**config.mk**
```make
export PLATFORM = sky130hd
export DESIGN_NAME = rounding_unit_normalizer
export DESIGN_NICKNAME = d
export VERILOG_FILES = /design/src/rtl/rounding_unit_normalizer.sv
export SDC_FILE = /design/constraint.sdc
export NUM_CORES = 1
export LEC_CHECK = 0
export CAP_MARGIN = 30
export CORE_MARGIN = 1.5
export CORE_UTILIZATION = 25
export DETAILED_ROUTE_END_ITERATION = 7
export GPL_TIMING_DRIVEN = 0
export SETUP_SLACK_MARGIN = 0.5
export SYNTH_ARGS = -nofsm -noshare
export SYNTH_HDL_FRONTEND = slang
export SYNTH_SLANG_ARGS = --single-unit
```
**constraint.sdc**
```tcl
create_clock -name clk -period 4.75 [get_ports clk]
set_clock_uncertainty 0.2 [all_clocks]
set_input_delay 0.7125 -clock clk [delete_from_list [all_inputs] [get_ports clk]]
set_output_delay 0.7125 -clock clk [all_outputs]
set_load 0.01 [all_outputs]
```
**src/rtl/rounding_unit_normalizer.sv**
```systemverilog
// Fraction normalizer and sticky builder feeding the rounding selecter; 2-stage valid/ready pipe.
// Build option: define ROUNDING_UNIT_NORMALIZER_FLUSH_TO_ZERO_EN to flush denormal results to zero.
module rounding_unit_normalizer #(
    parameter int EXP_WIDTH = 10,
    parameter int EXP_MIN   = 1,
    parameter int TAG_WIDTH = 4
) (
    input  logic                 clk,
    input  logic                 reset,
    input  logic                 in_valid,
    output logic                 in_ready,
    input  logic [48:0]          in_fraction,
    input  logic                 in_sticky,
    input  logic [EXP_WIDTH-1:0] in_exponent,
    input  logic [TAG_WIDTH-1:0] in_tag,
    output logic                 out_valid,
    input  logic                 out_ready,
    output logic [48:0]          normalized_fraction,
    output logic                 sticky_bit,
    output logic [EXP_WIDTH-1:0] out_exponent,
    output logic                 out_denormal,
    output logic                 out_zero,
    output logic [TAG_WIDTH-1:0] out_tag
);

    localparam int XW = EXP_WIDTH + 1;

    typedef enum logic [1:0] {
        PLAN_RIGHT,
        PLAN_NONE,
        PLAN_LEFT,
        PLAN_ZERO
    } plan_t;

    logic                 s2_accept;
    logic                 s1_load;

    logic [5:0]           lz_cnt;
    logic [5:0]           lz;
    logic signed [XW-1:0] exp_ext;
    logic signed [XW-1:0] exp_room;
    logic [5:0]           shift_amt;
    plan_t                plan;

    logic                 s1_valid;
    plan_t                s1_plan;
    logic [5:0]           s1_shift;
    logic [48:0]          s1_frac;
    logic                 s1_sticky;
    logic [XW-1:0]        s1_exp;
    logic [TAG_WIDTH-1:0] s1_tag;

    logic [48:0]          s2_frac;
    logic [XW-1:0]        s2_exp;
    logic                 s2_shifted_out;
    logic                 s2_sticky;
    logic                 s2_denorm;
    logic                 s2_zero;

    assign s2_accept = !out_valid || out_ready;
    assign in_ready  = !s1_valid || s2_accept;
    assign s1_load   = in_valid && in_ready;

    // Stage 1: classify the beat and plan the shift.
    always_comb begin
        lz_cnt = 6'd47;
        for (int i = 0; i < 47; i++) begin
            if (in_fraction[i]) begin
                lz_cnt = 6'(46 - i);
            end
        end
        lz = lz_cnt + 6'd1;

        exp_ext  = {in_exponent[EXP_WIDTH-1], in_exponent};
        exp_room = exp_ext - XW'(EXP_MIN);

        // Left shift is capped so the exponent never drops below EXP_MIN.
        shift_amt = 6'd0;
        if (!exp_room[XW-1] && (exp_room != '0)) begin
            if (exp_room > $signed({{(XW-6){1'b0}}, lz})) begin
                shift_amt = lz;
            end else begin
                shift_amt = exp_room[5:0];
            end
        end

        if (in_fraction[48]) begin
            plan = PLAN_RIGHT;
        end else if (in_fraction[47]) begin
            plan = PLAN_NONE;
        end else if (in_fraction == '0) begin
            plan = PLAN_ZERO;
        end else begin
            plan = PLAN_LEFT;
        end
    end

    always_ff @(posedge clk) begin
        if (reset) begin
            s1_valid  <= 1'b0;
            s1_plan   <= PLAN_NONE;
            s1_shift  <= '0;
            s1_frac   <= '0;
            s1_sticky <= 1'b0;
            s1_exp    <= '0;
            s1_tag    <= '0;
        end else begin
            if (in_ready) begin
                s1_valid <= in_valid;
            end
            if (s1_load) begin
                s1_plan   <= plan;
                s1_shift  <= shift_amt;
                s1_frac   <= in_fraction;
                s1_sticky <= in_sticky;
                s1_exp    <= exp_ext;
                s1_tag    <= in_tag;
            end
        end
    end

    // Stage 2: apply the shift, adjust the exponent, fold the low bits into sticky.
    always_comb begin
        s2_frac        = s1_frac;
        s2_exp         = s1_exp;
        s2_shifted_out = 1'b0;
        s2_denorm      = 1'b0;
        s2_zero        = 1'b0;

        case (s1_plan)
            PLAN_RIGHT: begin
                s2_frac        = s1_frac >> 1;
                s2_shifted_out = s1_frac[0];
                s2_exp         = s1_exp + XW'(1);
            end
            PLAN_LEFT: begin
                s2_frac   = s1_frac << s1_shift;
                s2_exp    = s1_exp - XW'({1'b0, s1_shift});
                s2_denorm = !s2_frac[47];
            end
            PLAN_ZERO: begin
                s2_frac = '0;
                s2_exp  = '0;
                s2_zero = !s1_sticky;
            end
            default: begin
            end
        endcase

        // Bits 23/22 stay as guard/round; everything below feeds sticky.
        s2_sticky = s1_sticky | s2_shifted_out | (|s2_frac[21:0]);

`ifdef ROUNDING_UNIT_NORMALIZER_FLUSH_TO_ZERO_EN
        if (s2_denorm) begin
            s2_frac   = '0;
            s2_sticky = 1'b0;
            s2_exp    = '0;
            s2_zero   = 1'b1;
            s2_denorm = 1'b0;
        end
`endif
    end

    always_ff @(posedge clk) begin
        if (reset) begin
            out_valid           <= 1'b0;
            normalized_fraction <= '0;
            sticky_bit          <= 1'b0;
            out_exponent        <= '0;
            out_denormal        <= 1'b0;
            out_zero            <= 1'b0;
            out_tag             <= '0;
        end else if (s2_accept) begin
            out_valid <= s1_valid;
            if (s1_valid) begin
                normalized_fraction <= s2_frac;
                sticky_bit          <= s2_sticky;
                out_exponent        <= s2_exp[EXP_WIDTH-1:0];
                out_denormal        <= s2_denorm;
                out_zero            <= s2_zero;
                out_tag             <= s1_tag;
            end
        end
    end

endmodule
```
# --- Word-level counts from Yosys, hierarchy flattened ---
# Index checks and enable logic that the tools add are counted.
word_totals:
  regBits: 140
  word_cells: 95
  output_inout_bits: 68
op_classes:
  add_sub_neg: 4
  n_bitwise: 2
  n_shift: 1
  order_cmp: 1
  n_mux: 57
  reduce_logical: 14
  eq_ne: 2
ops:
  columns: ["cell", "count"]
  rows:
  - ["$mux W6", 47]
  - ["$pmux W49 S3", 1]
  - ["$logic_not A49 Y1", 1]
  - ["$shl A49 B6 Y49", 1]
  - ["$pmux W10 S3", 1]
  - ["$reduce_or A22 Y1", 1]
  - ["$gt A11 B7 Y1", 1]
  - ["$reduce_bool A11 Y1", 1]
  - ["$sub A10 B2 Y11 const B", 1]
  - ["$add A10 B2 Y10 const B", 1]
  - ["$sub A10 B7 Y10", 1]
  - ["$add A6 B1 Y6 const B", 1]
  - ["$mux W2", 3]
  - ["$logic_not A1 Y1", 5]
  - ["$mux W1", 5]
  - ["$eq A2 B2 Y1 const B", 2]
  - ["$logic_and A1 B1 Y1", 2]
  - ["$logic_not A2 Y1", 1]
  - ["$logic_or A1 B1 Y1", 2]
  - ["$or A1 B1 Y1", 2]
  - ["$reduce_and A2 Y1", 1]

# --- Depth between registers and ports, before layout ---
# Gate-level depths: netlist of run 1.
depth:
  word_depth: 51
  depth_mapped: 19

# --- Worst setup path after synthesis of run 1 ---
# Ideal clock, no wire load.
synth_timing:
  path_type: "input to register"
  from: "input in_fraction[16]"
  to: "register s1_shift[1]"
  setup_ns: 0.128
  arrival_time_ns: 3.914
  required_time_ns: 4.422
  cell_stages: 18
  path_slack_ns: 0.509
  path_cell_list: "or3_1 -> nor3_1 -> a211oi_1 -> o311ai_1 -> and2_1 -> ha_1 -> nand3_1 -> xor2_1 -> inv_1 -> ha_1 -> a21o_1 -> a21oi_1 -> a21oi_1 -> o31ai_1 -> clkbuf_1 -> mux2i_1 -> a22oi_1 -> nor2_1"
synth_via:
  elab_chain_cells: 35
synth_lines:
  columns: ["item", "line_no", "text"]
  rows:
  - ["from (decl)", "12", "input logic [48:0] in_fraction,"]
  - ["$mux W6 (*) (31 in series)", "68", "if (in_fraction[i]) begin"]
  - ["$add A6 B1 Y6 (*)", "72", "lz = lz_cnt + 6'd1;"]
  - ["$gt A11 B7 Y1", "80", "if (exp_room > $signed({{(XW-6){1'b0}}, lz})) begin"]
  - ["$mux W6 (*)", "80", null]
  - ["$mux W6 (*)", "79", "if (!exp_room[XW-1] && (exp_room != '0)) begin"]
  - ["to (signal assigned)", "113", "s1_shift <= shift_amt;"]
  - ["to (decl)", "47", "logic [5:0] s1_shift;"]
# Mark *: on every way between the ends. The rest lies on a longest branch, timed or not.
# A chain may end at the register's enable or synchronous reset.

# --- Worst setup path after layout of run 1 ---
layout_timing:
  from: "input in_fraction[2]"
  to: "register s1_shift[4]"
layout_via:
  elab_chain_cells: 49
layout_lines:
  columns: ["item", "line_no"]
  rows:
  - ["$mux W6 (*) (45 in series)", "68"]
  - ["$add A6 B1 Y6 (*)", "72"]
  - ["$gt A11 B7 Y1", "80"]
  - ["$mux W6 (*)", "80"]
  - ["$mux W6 (*)", "79"]
# Marked as above.

==> impl_metrics.toml, run 1 <==
[cts]
htree_levels = 4
clock-sinks = 140
clockBufferDepth = 2
numCtsBuffers = 17
insertion_delay_ns = 0.44
postCtsHoldBufs = 0
tritoncts = "done"
cts_root_buf = "clkbuf_16"
clk_pin_slew_ns = 0.06

[finish]
n_antenna_cell = 0
fin_area_um2 = 13400
drive_above_1_share_pct = 14.7
area_delta_synth_final_pct = 29.7
final_util_pct = 32.8
layout.nets = 1581

[yosys]
yosysWarnings = 0
synth_nets = 1409
ys_ff_latch = 140
synth_cells = 1322
yosysSeqAreaShare_pct = 27.2
synth_flop_cell = "dfxtp_1"
synth_edf_count = 0
syn_avg_cell_area_um2 = 7.80
syn-cell-area_um2 = 10300
ys_async_sr_fraction_pct = 0
synth_cell_types = 80

[power]
pwr-share-comb_pct = 25.3
power.leakage_uw = 0.00494
seqPwrFrac_pct = 37.2
ir_drop_mv = 0.260
p_int_uw = 2450
powerDensity_nw_per_um2 = 270
netSwitchingFraction_pct = 32.0
clockPowerShare_pct = 37.5
p_sw_uw = 1150

[sta]
relSlewSlack_pct = 33.0
rsz0062_at_grt = "no"
fmax_mhz = 245
hold_viol = 0
drv_slew = 0
finalCritPeriodShare_pct = 85.8
setup_violations = 0
period_needed_ns = 4.08
worst_slew_pin_slew_ns = 1.00

[floorplanning]
die_y_um = 206
die_area_um2 = 42500
num_rows = 74
dieWidth_um = 206
start_util_pct = 25.3
io_pins = 136
fp.coreArea_um2 = 40700

[run_status]
status = "finished clean"

[route]
avgRoutedWirePerCell_um = 22.8
num_vias = 11100
drt-total-wl_mm = 46.4
drtIter0Drc = 1105
dr.pass1.iters = 5
drc = 0
ant_nets = 0
viasPerCell = 5.47

[global_routing]
grt_util_met3_pct = 2.89
grt.busiest_layer = "met2"
grt_max_degree = 17
grt_use_total_pct = 21.8
grt_pass1_vias = 10800
antenna_found_initial = 1
gr-usage-met1_pct = 26.9
grt_util_met2_pct = 37.7
grt_pass1_wl_mm = 68.7
grt_overflow_total = 0

[placed_design]
port_buffers = 134
placed_area_um2 = 12300
place.gp.congestion = 0.958
dpl.hpwl_mm = 37.2

[critical_path]
arrival_ns = 4.23
cp.required_ns = 4.91
reg2reg_slack_ns = 0.76
crit_path_end_kind = "flip-flop"
critPathLaunchType = "input port"
critPathMaxFanout = 3
path_class = "in -> reg"

[run]
max_cap_viol_count = 0

[min_path]
hold_path.class = "reg -> reg"
state kept, by name (all words and copies together) (netlist names):
name and cells:
normalized_fraction 49, s1_sticky 1, s1_frac 49, s1_shift 6, out_zero 1, s1_exp 10
sticky_bit 1, out_exponent 10, s1_valid 1, s1_tag 4, s1_plan 2, out_tag 4
out_denormal 1, out_valid 1
logic make-up after synthesis:
kind of cell             after synthesis  share of synthesized area [%]
multiplexers                         145                           20.3
XOR/XNOR                              12                           1.02
AND/OR/NAND/NOR                      524                           22.3
buffers and inverters                136                           6.17
AO/OA/AOI/OAI                        346                           20.6
adder cells (fa/ha/maj)               19                           2.38
flip-flops                           140                           27.2
layout by cell type, fill, tap and decap left out, types with 16 or more instances in the layout:
| cell type | count |
|---|---|
| clkbuf_16 | 17 |
| inv_1 | 26 |
| a21oi_1 | 136 |
| nand2_1 | 250 |
| ha_1 | 16 |
| clkbuf_1 | 66 |
| dfxtp_1 | 140 |
| mux2_2 | 27 |
| clkdlybuf4s50_1 | 93 |
| dlygate4sd2_1 | 29 |
| nor3_1 | 44 |
| mux2i_1 | 64 |
| o21ai_0 | 63 |
| nor2_1 | 119 |
| mux4_2 | 47 |
| buf_4 | 24 |
| nor4_1 | 17 |
synth_stat cells (6+ instances only):
library cell | n | area [um^2]
a211oi_1 | 16 | 120
a21o_1 | 6 | 45.0
a21oi_1 | 141 | 706
a221oi_1 | 11 | 96.3
a22oi_1 | 6 | 45.0
a31oi_1 | 16 | 100
and2_1 | 6 | 37.5
buf_1 | 14 | 52.6
buf_2 | 11 | 55.1
buf_4 | 6 | 45.0
buf_6 | 6 | 67.6
clkbuf_1 | 66 | 248
dfxtp_1 | 140 | 2800
ha_1 | 18 | 225
inv_1 | 27 | 101
mux2_2 | 27 | 304
mux2i_1 | 65 | 651
mux4_2 | 47 | 1060
nand2_1 | 251 | 942
nand2b_1 | 11 | 68.8
nand3_1 | 16 | 80.1
nor2_1 | 124 | 465
nor2b_1 | 12 | 75.1
nor3_1 | 48 | 240
nor4_1 | 25 | 156
o211ai_1 | 9 | 67.6
o21ai_0 | 67 | 335
o221ai_1 | 6 | 52.6
o22ai_1 | 9 | 56.3
o31ai_1 | 6 | 45.0
xnor2_1 | 9 | 78.8
stage by stage:
stage | setup TNS, ns | setup WS (ns) | hold WS [ns] | total power, uW | cells
after CTS | 0 | 0.521 | 0.256 | 3590 | 2032
after floorplan | 0 | 0.509 | 0.232 | 1830 | 1322
after global placement | -5.57 | -1.04 | 0.240 | 2230 | 1988
final | 0 | 0.673 | 0.255 | 3600 | 2037
after global routing | 0 | 0.499 | 0.275 | 3740 | 2037
after detailed placement | -5.61 | -1.05 | 0.249 | 2230 | 1989
final timing paths:
check                      start         endpoint  cells past startpoint
hold / removal         s1_tag[3]        s1_tag[3]                      2
setup / recovery  in_fraction[2]      s1_shift[4]                     23
hold reg to reg        s1_tag[3]        s1_tag[3]                      2
setup reg to reg     s1_shift[2]  out_exponent[8]                     15
layout make-up:
class,instances,area [um^2]
plain buffers,106,527
repair buffers,153,1440
inverters,30,113
well taps,532,666
multi-input cells,1046,7230
flip-flops and latches,140,2800
clock inverters,11,146
fillers,4362,27400
clock buffers,19,443
routing by layer:
layer  vias to the layer above  wire, um
li1                       5145         -
met1                      5462     19500
met2                       423     22600
met3                       110      2440
met4                         2      1910
met5                         -        12
critical path, cell delays in order:
cell and delay [ns]:
dlygate4sd2_1 0.26, nor2_1 0.12, a221oi_2 0.08, o31ai_2 0.30
a211oi_4 0.13, o311ai_4 0.29, buf_6 0.16, and2_4 0.15
ha_4 0.14, nand3_2 0.08, xor2_2 0.22, inv_2 0.07
ha_4 0.27, nand3_1 0.09, o21bai_1 0.18, a21oi_2 0.17
o31ai_2 0.09, buf_4 0.16, buf_4 0.12, buf_4 0.12
nand2b_1 0.06, o211ai_1 0.11, a21oi_1 0.16
timing repair:
action                                  4_1_cts  5_1_grt
endpoints found under the hold margin         0        0
endpoints found under the setup margin        6        6
pin swaps                                    22       18
cloned                                        0        0
resized for setup                           104       31
setup buffers                                13        5
power groups by stage:
| stage | Sequential (uW) | Clock (uW) | Combinational (uW) |
|---|---|---|---|
| 2_1_floorplan | 1330 | 0 | 504 |
| 3_3_place_gp | 1360 | 0 | 865 |
| 3_5_place_dp | 1360 | 0 | 870 |
| 4_1_cts | 1340 | 1370 | 889 |
| 5_1_grt | 1350 | 1410 | 977 |
| 6_report | 1340 | 1350 | 913 |
Note: power is estimated with default switching activity, not from simulation.
==> inputs of run 2 (changes only) <==
--- a/config.mk
+++ b/config.mk
@@ -6,10 +6,13 @@
 export NUM_CORES = 1
 export LEC_CHECK = 0
 export CAP_MARGIN = 30
+export CELL_PAD_IN_SITES_DETAIL_PLACEMENT = 1
+export CELL_PAD_IN_SITES_GLOBAL_PLACEMENT = 2
 export CORE_MARGIN = 1.5
 export CORE_UTILIZATION = 25
 export DETAILED_ROUTE_END_ITERATION = 7
 export GPL_TIMING_DRIVEN = 0
+export PLACE_DENSITY_LB_ADDON = 0.1
 export SETUP_SLACK_MARGIN = 0.5
 export SYNTH_ARGS = -nofsm -noshare
 export SYNTH_HDL_FRONTEND = slang
==> run 2 against run 1 <==
Effect of this change: maximum frequency shrank 2.0%; clock power increased by 4%; sequential power barely moved; final cell count did not move; die area unchanged; worst setup slack worse by 0.083 ns; first-iteration DRC count fell by 37%; worst hold slack better by 0.0028 ns; combinational power grew 2%; register-to-register slack worse by 0.09 ns; largest cell class unchanged; largest power group unchanged; highest routed layer unchanged.
==> impl_metrics.toml, run 2 (synthesized netlist as in run 1, its figures left out) <==
[sta]
setup_violations = 0
finalCritPeriodShare_pct = 87.6
fmax_mhz = 240
relSlewSlack_pct = 24.1
worst_slew_pin_slew_ns = 1.14
drv_slew = 0
period_needed_ns = 4.16
rsz0062_at_grt = "no"
hold_viol = 0

[power]
clockPowerShare_pct = 38.1
p_sw_uw = 1230
powerDensity_nw_per_um2 = 274
power.leakage_uw = 0.00491
pwr-share-comb_pct = 25.3
p_int_uw = 2450
seqPwrFrac_pct = 36.5
ir_drop_mv = 0.222
power_uw = 3680
netSwitchingFraction_pct = 33.3

[finish]
final_util_pct = 32.9
layout.nets = 1579
reg.largest.list = "normalized_fraction: 49 flops, s1_frac: 49 flops"
layout.area.seq_um2 = 2800
n_antenna_cell = 0
drive_above_1_share_pct = 14.8
mostFrequentLayoutCells = "nand2_1, dfxtp_1, a21oi_1"
final_common_cell = "nand2_1"
multi_input_area_um2 = 7240
area_delta_synth_final_pct = 30.2
fillers = 4933

[placed_design]
place.gp.congestion = 0.903
port_buffers = 134
dpl.hpwl_mm = 41.1

[floorplanning]
dieWidth_um = 206
die_area_um2 = 42500
fp.coreArea_um2 = 40700
num_rows = 74
die_y_um = 206
io_pins = 136
start_util_pct = 25.3

[route]
drc = 0
drtIter0Drc = 694
num_vias = 10900
drt-total-wl_mm = 51.3
dr.pass1.iters = 5
avgRoutedWirePerCell_um = 25.2
ant_nets = 0
viasPerCell = 5.37

[critical_path]
critPathMaxFanout = 5
crit_path_start = "in_fraction[43]"
slowest_delay_ns = 0.57
reg2reg_slack_ns = 0.67
reg2regPathDepth = 11
crit_path_end = "s1_shift[1]"
r2r-end = "out_exponent[9]"
critPathLaunchType = "input port"
crit_path_end_kind = "flip-flop"
r2r_start = "s1_shift[5]"
path_class = "in -> reg"
critical_path.cell_chain = "clkdlybuf4s50_1 > nor4_2 > and3_1 > a21boi_4 > a41oi_1 > or2_2 > ha_1 > nand3_1 > o21bai_1 > a21oi_2 > o31ai_2 > buf_4 > mux2i_2 > a22oi_1 > nor2_1"
arrival_ns = 4.33
critical_path.slowest_cell = "clkdlybuf4s50_1"
cp.required_ns = 4.92

[global_routing]
antenna_found_initial = 1
grt_overflow_total = 0
grt_use_total_pct = 24.6
grt_pass1_vias = 11300
grt_pass1_wl_mm = 75.7
grt_max_degree = 17

[cts]
insertion_delay_ns = 0.45
tritoncts = "done"
postCtsHoldBufs = 0
clk_pin_slew_ns = 0.06
htree_levels = 4
cts_root_buf = "clkbuf_16"
numCtsBuffers = 17
clock-sinks = 140
clockBufferDepth = 2

[run]
max_cap_viol_count = 0

[min_path]
hold_path.class = "reg -> reg"

[run_status]
status = "finished clean"
[run 2: critical path: cells and delay by family]
kind,cells,cell delay (ns)
buf+inv,2,0.78
mux,1,0.24
fa+ha+maj,1,0.30
compound gates,6,0.99
simple gates,5,1.30
[run 2: what timing repair did]
item / CTS / global route
setup endpoints to repair: 6 / 7
pin swaps: 31 / 13
setup buffers: 11 / 5
resized for setup: 111 / 16
[run 2: final cells by class]
type	count	share of cell area, %
Clock buffer	19	3.23
Buffer	106	3.94
Clock inverter	13	1.25
Sequential cell	140	20.9
Multi-Input combinational cell	1046	54.0
Inverter	30	0.839
Timing Repair Buffer	151	10.9
Tap cell	532	4.96
[run 2: per-stage QoR]
step | worst slack [ns] | hold slack, ns | TNS (ns) | std cells | area [um^2]
5_1_grt | 0.482 | 0.268 | 0 | 2037 | 13400
3_5_place_dp | -1.23 | 0.249 | -6.61 | 1989 | 12300
4_1_cts | 0.500 | 0.258 | 0 | 2032 | 13300
2_1_floorplan | 0.509 | 0.232 | 0 | 1322 | 10300
6_report | 0.590 | 0.258 | 0 | 2037 | 13400
3_3_place_gp | -1.20 | 0.245 | -6.41 | 1988 | 12300
[run 2: worst min path at each step]
stage / cells past startpoint / slack, ns / to / start
global placement: 2 / 0.24 / out_tag[3] / s1_tag[3]
finish: 2 / 0.26 / normalized_fraction[7] / normalized_fraction[7]
global route: 2 / 0.27 / normalized_fraction[7] / normalized_fraction[7]
CTS: 2 / 0.26 / out_tag[3] / s1_tag[3]
detailed placement: 2 / 0.25 / out_tag[3] / s1_tag[3]
floorplan: 2 / 0.23 / out_tag[0] / s1_tag[0]
[run 2: routing by layer]
metal  up-vias  GRT usage, %  share of wire [%]
met4         2          7.45                2.4
met3        64          3.89                4.0
met1      5442          33.7                 47
met5         -             0              0.025
li1       5137             -                  -
met2       287          39.6                 46
[run 2: power groups by stage]
stage / registers [uW] / logic, uW / clock network (uW)
finish: 1350 / 932 / 1400
global route: 1350 / 1010 / 1480
CTS: 1340 / 923 / 1430
detailed placement: 1370 / 895 / 0
global placement: 1370 / 892 / 0
floorplan: 1330 / 504 / 0
==> inputs of run 3 (changes only) <==
--- a/config.mk
+++ b/config.mk
@@ -11,7 +11,7 @@
 export CORE_MARGIN = 1.5
 export CORE_UTILIZATION = 25
 export DETAILED_ROUTE_END_ITERATION = 7
-export GPL_TIMING_DRIVEN = 0
+export GPL_TIMING_DRIVEN = 1
 export PLACE_DENSITY_LB_ADDON = 0.1
 export SETUP_SLACK_MARGIN = 0.5
 export SYNTH_ARGS = -nofsm -noshare
==> run 3 against run 2 <==
Effect of this change: sequential power about the same; worst hold slack worse by 0.0031 ns; register-to-register slack gained 0.60 ns; combinational power down 3.2%; non-clock buffer count fell by 16; flip-flop and latch count is the same; count of clock-buffer cells in the layout is the same; maximum frequency grew 0.69%; critical path type unchanged; critical endpoint is now s1_shift[0]; largest power group unchanged.
==> impl_metrics.toml, run 3 (synthesized netlist as in run 1, its figures left out) <==
[finish]
layout.nets = 1563
drive_above_1_share_pct = 18.9
mostFrequentLayoutCells = "nand2_1, a21oi_1, dfxtp_1"
fillers = 4871
n_antenna_cell = 0
final_common_cell = "nand2_1"
final_util_pct = 33.3
reg.largest.list = "normalized_fraction: 49 flops, s1_frac: 49 flops"
area_delta_synth_final_pct = 31.7

[critical_path]
critical_path.cell_chain = "clkdlybuf4s50_1 > buf_4 > nor3_2 > nor3_4 > a211oi_4 > o311ai_4 > and2_4 > ha_4 > inv_2 > ha_1 > nor2b_1 > o21a_1 > o21bai_1 > a21oi_2 > o31ai_2 > buf_4 > buf_4 > a21oi_1 > a21oi_1 > o21ai_0"
path_class = "in -> reg"
r2r-end = "sticky_bit"
slowest_delay_ns = 0.46
r2r_start = "s1_shift[2]"
critPathLaunchType = "input port"
reg2regPathDepth = 8
arrival_ns = 4.26
crit_path_end_kind = "flip-flop"
critPathTopFamily = "compound AO/OA/AOI/OAI gates"
reg2reg_slack_ns = 1.27
cp.required_ns = 4.88
crit_top_cell = "buf_4"
path_buf_inv = 5
critPathMaxFanout = 5
critical_path.slowest_cell = "clkdlybuf4s50_1"

[placed_design]
place.gp.congestion = 0.841
port_buffers = 135
dpl.hpwl_mm = 34.8

[route]
dr.pass1.iters = 5
drtIter0Drc = 564
drc = 0
num_vias = 10700
ant_nets = 0
drt-total-wl_mm = 46.4
avgRoutedWirePerCell_um = 23.0
viasPerCell = 5.32

[global_routing]
grt_use_total_pct = 22.1
grt_max_degree = 127
grt_pass1_wl_mm = 69.8
antenna_found_initial = 0
grt_pass1_vias = 11000
grt_overflow_total = 0

[sta]
period_needed_ns = 4.13
fmax_mhz = 242
whs_ns = 0.255
rsz0062_at_grt = "no"
drv_slew = 0
finalCritPeriodShare_pct = 87.0
relSlewSlack_pct = 32.7
worst_slew_pin_slew_ns = 1.01
setup_violations = 0
hold_viol = 0

[cts]
numCtsBuffers = 17
postCtsHoldBufs = 0
clk_pin_slew_ns = 0.06
tritoncts = "done"
clock-sinks = 140
insertion_delay_ns = 0.45
cts_root_buf = "clkbuf_16"
clockBufferDepth = 2
htree_levels = 4

[run_status]
status = "finished clean"

[floorplanning]
io_pins = 136
die_area_um2 = 42500
start_util_pct = 25.3
dieWidth_um = 206
die_y_um = 206
fp.coreArea_um2 = 40700
num_rows = 74

[power]
ir_drop_mv = 0.222
powerDensity_nw_per_um2 = 267
power.leakage_uw = 0.00512

[run]
max_cap_viol_count = 0

[min_path]
holdPathEnd = "out_denormal"
min_from = "out_denormal"
hold_depth = 2
hold_path.class = "reg -> reg"
run 3: changes by cell type in the layout (fill, tap and decap cells not counted), sizes merged:
cell	change
clkinvlp	+1
dlygate4sd2	-13
clkbuf	-67
dlymetal6s2s	+5
clkdlybuf4s50	+17
clkdlybuf4s15	-7
bufinv	-1
buf	+49
run 3: report_power, final:
group          switching, uW  internal, uW
Clock                    593           774
Combinational            496           405
Sequential               117          1240
Total                   1210          2420
run 3: worst max path at each step:
stage / start / end / depth (start not counted)
after floorplan: in_fraction[16] / s1_shift[1] / 18
after global placement: in_fraction[1] / s1_shift[2] / 19
after detailed placement: in_fraction[2] / s1_shift[1] / 19
after CTS: in_fraction[25] / s1_shift[1] / 18
after global routing: in_fraction[13] / s1_shift[1] / 20
final: in_fraction[13] / s1_shift[0] / 20
run 3: worst reg2reg max path, delay by kind of cell (launching register included):
kind            cells  cell delay [ns]
simple gates        2             0.69
mux                 4             1.33
flops               1             0.97
compound gates      2             0.20
run 3: metrics by stage:
step	setup slack [ns]	setup TNS, ns	power (uW)	cells	cell area [um^2]
6_report	0.619	0	3630	2021	13600
5_1_grt	0.469	0	3800	2021	13600
4_1_cts	0.501	0	3660	2017	13400
3_5_place_dp	-0.420	-2.09	2260	1981	12600
3_3_place_gp	-0.346	-1.83	2250	1981	12600
2_1_floorplan	0.509	0	1830	1322	10300
run 3: layout make-up:
cell class	instances	area [um^2]	share of cell area, %
Clock inverter	13	143	1.05
Timing Repair Buffer	241	2200	16.2
Inverter	30	113	0.830
Tap cell	532	666	4.91
Clock buffer	19	433	3.19
Multi-Input combinational cell	1046	7210	53.1
Sequential cell	140	2810	20.7
run 3: per-layer routing:
| metal | wire (um) | global-route usage, % |
|---|---|---|
| met5 | 0 | 0 |
| met4 | 986 | 6.94 |
| met3 | 1180 | 2.40 |
| met2 | 22700 | 37.7 |
| met1 | 21500 | 29.1 |
run 3: timing repair:
item | 4_1_cts | 5_1_grt
setup endpoints to repair | 6 | 6
setup buffers | 3 | 4
pin swaps | 19 | 18
gates resized for setup | 44 | 37
cloned | 1 | 0
